## config.mk

```make
export PLATFORM = sky130hd
export DESIGN_NAME = clk_div_n_flat
export DESIGN_NICKNAME = d
export VERILOG_FILES = /design/src/rtl/clk_div_pkg.sv /design/src/rtl/clk_div_n_if.sv /design/src/rtl/clk_div_n_negedge_ext.sv /design/src/rtl/clk_div_n.sv /design/src/flat_wrapper.sv
export SDC_FILE = /design/constraint.sdc
export NUM_CORES = 1
export LEC_CHECK = 0
export CORE_ASPECT_RATIO = 1.25
export CORE_UTILIZATION = 50
export DETAILED_ROUTE_END_ITERATION = 8
export GPL_TIMING_DRIVEN = 0
export PLACE_DENSITY = 0.71
export RECOVER_POWER = 25
export SLEW_MARGIN = 20
export SYNTH_ARGS = -nofsm -noshare
export SYNTH_HDL_FRONTEND = slang
export SYNTH_SLANG_ARGS = --single-unit
```

## constraint.sdc

```tcl
create_clock -name clk -period 4.56 [get_ports clk]
set_clock_uncertainty 0.05 [all_clocks]
set_input_delay 0.684 -clock clk [delete_from_list [all_inputs] [get_ports clk]]
set_output_delay 0.684 -clock clk [all_outputs]
set_load 0.01 [all_outputs]
```

## src/rtl/clk_div_pkg.sv

```systemverilog
// Shared constants, helpers and run-state encoding for the clk_div_n divider.
package clk_div_pkg;

   localparam int unsigned DIV_MIN = 2;

   typedef enum logic [1:0] {
      IDLE     = 2'd0,
      RUN      = 2'd1,
      STOPPING = 2'd2
   } run_state;

   function automatic int unsigned half_div(input int unsigned n);
      return n >> 1;
   endfunction

endpackage

```

## src/rtl/clk_div_n_if.sv

```systemverilog
// Control/status bundle between a clock-divider client and clk_div_n.
interface clk_div_n_if #(
   parameter int WIDTH = 8
);
   logic             en;
   logic [WIDTH-1:0] div;
   logic             load;
   logic             clk_out;
   logic             tick;
   logic             running;
   logic             div_err;

   modport master (output en, div, load, input clk_out, tick, running, div_err);
   modport slave  (input en, div, load, output clk_out, tick, running, div_err);
endinterface

```

## src/rtl/clk_div_n_negedge_ext.sv

```systemverilog
// Negedge half-cycle extender for odd divisors; only built with CLK_DIV_DUTY50_EN.
module clk_div_negedge_ext (
   input  logic clk,
   input  logic rst,
   input  logic hiPos_i,
   input  logic oddDiv_i,
   output logic clkOut_o
);

   logic hiNeg_q;

   // Even divisors never extend, so the negedge term is held low for them.
   always_ff @(negedge clk or posedge rst) begin
      if (rst) begin
         hiNeg_q <= 1'b0;
      end else begin
         hiNeg_q <= hiPos_i & oddDiv_i;
      end
   end

   assign clkOut_o = hiPos_i | hiNeg_q;

endmodule

```

## src/rtl/clk_div_n.sv

```systemverilog
// Runtime-programmable integer clock divider with clean start/stop and boundary-only divisor updates.
// Define CLK_DIV_DUTY50_EN for exact 50 % duty on odd divisors (adds a negedge flop).
module clk_div_n
   import clk_div_pkg::*;
#(
   parameter int WIDTH     = 8,
   parameter int RESET_DIV = 5
) (
   input logic        clk,
   input logic        rst,
   clk_div_n_if.slave bus
);

   localparam logic [1:0]       ST_IDLE     = IDLE;
   localparam logic [1:0]       ST_RUN      = RUN;
   localparam logic [1:0]       ST_STOPPING = STOPPING;
   localparam logic [WIDTH-1:0] DIV_MIN_W   = WIDTH'(DIV_MIN);
   localparam logic [WIDTH-1:0] ONE_W       = WIDTH'(1);

   logic [1:0]       state_q, state_d;
   logic [WIDTH-1:0] cnt_q, cnt_d;
   logic [WIDTH-1:0] divAct_q, divAct_d;
   logic [WIDTH-1:0] pend_q, pend_d;
   logic             pendValid_q, pendValid_d;
   logic             hiPos_q, hiPos_d;
   logic             tick_q, tick_d;
   logic             divErr_q, divErr_d;
   logic             wrap, start, apply, runNext, divLow;
   logic [WIDTH-1:0] halfNext;
   logic             clkOut;

   // A pending divisor is only taken at a period boundary or at start-up, so
   // a load on the wrap edge itself waits for the following wrap.
   always_comb begin
      wrap        = (state_q != ST_IDLE) && (cnt_q == divAct_q - ONE_W);
      start       = (state_q == ST_IDLE) && bus.en;
      apply       = wrap || start;
      divLow      = bus.div < DIV_MIN_W;
      state_d     = state_q;
      cnt_d       = cnt_q;
      divAct_d    = (apply && pendValid_q) ? pend_q : divAct_q;
      pendValid_d = bus.load ? 1'b1 : (apply ? 1'b0 : pendValid_q);
      pend_d      = bus.load ? (divLow ? DIV_MIN_W : bus.div) : pend_q;
      divErr_d    = divErr_q | (bus.load & divLow);

      case (state_q)
         ST_IDLE: begin
            cnt_d = '0;
            if (bus.en) begin
               state_d = ST_RUN;
            end
         end
         ST_RUN, ST_STOPPING: begin
            if (wrap) begin
               cnt_d   = '0;
               state_d = bus.en ? ST_RUN : ST_IDLE;
            end else begin
               cnt_d   = cnt_q + ONE_W;
               state_d = bus.en ? ST_RUN : ST_STOPPING;
            end
         end
         default: begin
            cnt_d   = '0;
            state_d = ST_IDLE;
         end
      endcase

      runNext  = (state_d != ST_IDLE);
      halfNext = WIDTH'(half_div(32'(divAct_d)));
      hiPos_d  = runNext && (cnt_d < halfNext);
      tick_d   = runNext && (cnt_d == '0);
   end

   always_ff @(posedge clk or posedge rst) begin
      if (rst) begin
         state_q     <= ST_IDLE;
         cnt_q       <= '0;
         divAct_q    <= WIDTH'(RESET_DIV);
         pend_q      <= '0;
         pendValid_q <= 1'b0;
         hiPos_q     <= 1'b0;
         tick_q      <= 1'b0;
         divErr_q    <= 1'b0;
      end else begin
         state_q     <= state_d;
         cnt_q       <= cnt_d;
         divAct_q    <= divAct_d;
         pend_q      <= pend_d;
         pendValid_q <= pendValid_d;
         hiPos_q     <= hiPos_d;
         tick_q      <= tick_d;
         divErr_q    <= divErr_d;
      end
   end

`ifdef CLK_DIV_DUTY50_EN
   clk_div_negedge_ext uNegExt (
      .clk      (clk),
      .rst      (rst),
      .hiPos_i  (hiPos_q),
      .oddDiv_i (divAct_q[0]),
      .clkOut_o (clkOut)
   );
`else
   assign clkOut = hiPos_q;
`endif

   assign bus.clk_out = clkOut;
   assign bus.tick    = tick_q;
   assign bus.running = (state_q != ST_IDLE);
   assign bus.div_err = divErr_q;

endmodule

```

## src/flat_wrapper.sv

```systemverilog
// flat-port wrapper written by rule: the top's interface ports become plain ports
module clk_div_n_flat import clk_div_pkg::*;
#(
   parameter int WIDTH     = 8,
   parameter int RESET_DIV = 5
)
  (clk, rst, bus_en, bus_div, bus_load, bus_clk_out, bus_tick, bus_running, bus_div_err);
  clk_div_n_if #(.WIDTH(WIDTH)) bus_i ();
  input logic clk;
  input logic rst;
  input wire logic [$bits(bus_i.en)-1:0] bus_en;
  input wire logic [$bits(bus_i.div)-1:0] bus_div;
  input wire logic [$bits(bus_i.load)-1:0] bus_load;
  output wire logic [$bits(bus_i.clk_out)-1:0] bus_clk_out;
  output wire logic [$bits(bus_i.tick)-1:0] bus_tick;
  output wire logic [$bits(bus_i.running)-1:0] bus_running;
  output wire logic [$bits(bus_i.div_err)-1:0] bus_div_err;
  assign bus_i.en = bus_en;
  assign bus_i.div = bus_div;
  assign bus_i.load = bus_load;
  assign bus_clk_out = bus_i.clk_out;
  assign bus_tick = bus_i.tick;
  assign bus_running = bus_i.running;
  assign bus_div_err = bus_i.div_err;
  clk_div_n #(.WIDTH(WIDTH), .RESET_DIV(RESET_DIV)) u_core (.clk(clk), .rst(rst), .bus(bus_i));
endmodule
```

==> metrics.cfg <==
[outcome]
status=completed

[finish]
drive_above_1_share_pct=15.9
antennaDiodeCount=0
fin_nets=229
areaGrowthSynthToFinish_pct=15.0
fin_util_pct=61.5
final_common_cell=dfrtp_1
final_cell_mix=dfrtp_1 (28), nor2_1 (16), mux2_2 (14)

[synth]
synth_edf_count=0
async_flop_share_pct=100
ys_ff_latch=30
syn-num-nets=208
yosys_most_used_dff=dfrtp_1
ys_types=46
syn_area_um2=1890
ys_seq_area_share_pct=39.8
syn_inst=186
yosysWarnings=0
syn_area_per_cell_um2=10.2

[floorplanning]
fp.dieW_um=57.1
die_height_um=70.8
core_um2=3540
core.rowCount=24
io_pins=16
start_util_pct=53.5
die-area_um2=4040

[timing]
finalSetupTns_ns=0
slew_headroom_pct=24.6
worst_pin_slew_ns=1.13
finalSetupViolCount=0
fin_crit_ns=3.70
timing.final.crit_share_pct=81.2
max_freq_ghz=0.270
rsz0062_at_grt=no
hold_viol_final=0
final_max_slew_viol_count=0

[place]
port_buffers=14
gp_congestion=0.913
dpl.hpwl_mm=3.05

[setup_path]
cp.required_ns=4.73
slowest_delay_ns=0.60
worst_ep_arrival_time_ns=3.87
crit_buf_inv=2
slowest_stage=dfstp_2
cp_common_cell=ha_1
critPathLaunchType=register
crit_type=reg2reg
crit_fanout=9
cp-end-kind=register
worstPathCellList=inv_1, ha_1, xnor2_1, nor3_1, o211ai_2, nor4_4, nand2b_1, buf_2, nor2_1, ha_1, o21a_1, o21bai_1, o21ai_0, a211oi_1, o311a_1
crit_family=compound AO/OA/AOI/OAI gates

[routing]
wl_per_cell_um=16.4
wl_mm=4.05
drt_iter0_markers=69
drtAntennaViolNets=0
drc=0
viasPerCell=6.03
firstDrtPassIters=4
route.vias.total=1489

[grt]
grt_max_degree=31
grt_pass1_wl_mm=7.38
grt_overflow=0
antenna_found_initial=0
grtUsageTotal_pct=23.9
grt_pass1_vias=1625

[clock_network]
clock_latency_ns=0.28
htree_levels=2
cts_tree=yes
hold_buffers=0
cts_root_buf=clkbuf_8
post_cts_resized=0
clock-sinks=30
clk_pin_slew_worst_paths_ns=0.07
cts_max_path_buffers=2
post-cts-setup-buffer-count=0
numCtsBuffers=5

[pwr]
ir_drop_mv=0.328
power_density_nw_per_um2=605
leakage_nw=0.959
power_w=0.00132

[min_path]
hp-class=reg2reg

[job]
cap_violations=0

-- registers in the layout, summed over array words and instances (netlist names) --
signal	cells
u_core.cnt_q	8
u_core.divAct_q	8
u_core.pend_q	8
u_core.state_q	2
u_core.bus.clk_out	1
u_core.bus.div_err	1
u_core.bus.tick	1
u_core.pendValid_q	1
-- metrics by stage --
stage | area (um2) | hold slack, ns | setup WS, ns | instances
6_report | 2180 | 0.419 | 0.857 | 247
5_1_grt | 2180 | 0.449 | 0.557 | 247
4_1_cts | 2180 | 0.425 | 0.871 | 247
3_5_place_dp | 2080 | 0.405 | 0.904 | 239
3_3_place_gp | 2080 | 0.401 | 0.951 | 239
2_1_floorplan | 1890 | 0.430 | 1.31 | 186
-- final timing paths --
kind	from	cells after the start	end	slack (ns)
setup / recovery	u_core.divAct_q[0]$_DFFE_PP1P_	15	u_core.bus.clk_out$_DFF_PP0_	0.86
hold / removal	u_core.bus.div_err$_DFF_PP0_	1	u_core.bus.div_err$_DFF_PP0_	0.42
setup reg to reg	u_core.divAct_q[0]$_DFFE_PP1P_	15	u_core.bus.clk_out$_DFF_PP0_	0.86
hold reg to reg	u_core.bus.div_err$_DFF_PP0_	1	u_core.bus.div_err$_DFF_PP0_	0.42
max in group asynchronous	rst	2	u_core.pend_q[0]$_DFFE_PP0P_	2.71
min in group asynchronous	rst	2	u_core.divAct_q[6]$_DFF_PP0_	1.08
-- kinds of logic (layout without fill, tap and decap cells) --
family | after synthesis | count (layout) | share of synthesized area [%]
DFF | 30 | 30 | 39.8
AOI/OAI and AO/OA | 34 | 34 | 13.3
and+or+nand+nor | 57 | 57 | 16.7
adders and majority gates | 10 | 10 | 6.61
xor gates and xnor gates | 16 | 16 | 7.40
buffers and inverters | 17 | 39 | 3.70
muxes | 22 | 22 | 12.5
-- area by class of cell --
type                       count  area [um2]
tap                           39        48.8
sequential                    30         753
timing repair buffer          14         140
buffer                         7        32.5
multi-input combinational    139        1070
clock buffer                   6        82.6
clock inverter                 2        12.5
fill                         302        1370
inverter                      10        37.5
-- where the power goes --
group / leakage, nW / switching (W) / internal [W] / total (W)
registers: 0.367 / 0.0000837 / 0.000349 / 0.000432
logic: 0.545 / 0.000353 / 0.000308 / 0.000661
clock network: 0.0472 / 0.000104 / 0.000121 / 0.000225
total: 0.959 / 0.000540 / 0.000778 / 0.00132
-- synth_stat cells, types with 2 or more instances --
library cell | count | area [um2]
a211oi_1 | 2 | 15.0
a21oi_1 | 7 | 35.0
a31oi_1 | 2 | 12.5
and2_1 | 2 | 12.5
and3_1 | 3 | 18.8
buf_2 | 2 | 10.0
clkbuf_1 | 4 | 15.0
dfrtp_1 | 28 | 701
dfstp_2 | 2 | 52.6
ha_1 | 10 | 125
inv_1 | 10 | 37.5
mux2_2 | 14 | 158
mux2i_1 | 8 | 80.1
nand2_1 | 7 | 26.3
nand2b_1 | 4 | 25.0
nand3_1 | 4 | 20.0
nand3b_1 | 2 | 15.0
nand4_1 | 2 | 12.5
nor2_1 | 16 | 60.1
nor3_1 | 7 | 35.0
nor4_1 | 3 | 18.8
o211ai_1 | 3 | 22.5
o21a_1 | 2 | 15.0
o21ai_0 | 4 | 20.0
o31ai_1 | 2 | 15.0
or4_1 | 2 | 15.0
xnor2_1 | 8 | 70.1
xor2_1 | 8 | 70.1
-- layer usage --
layer,GRT usage [%],wire length (um),up-vias
met2,41.6,2070,49
li1,-,-,722
met3,4.94,186,16
met5,0,0,-
met1,27.2,1650,702
met4,13.0,155,0
No activity file was read; power rests on OpenSTA's default activity.
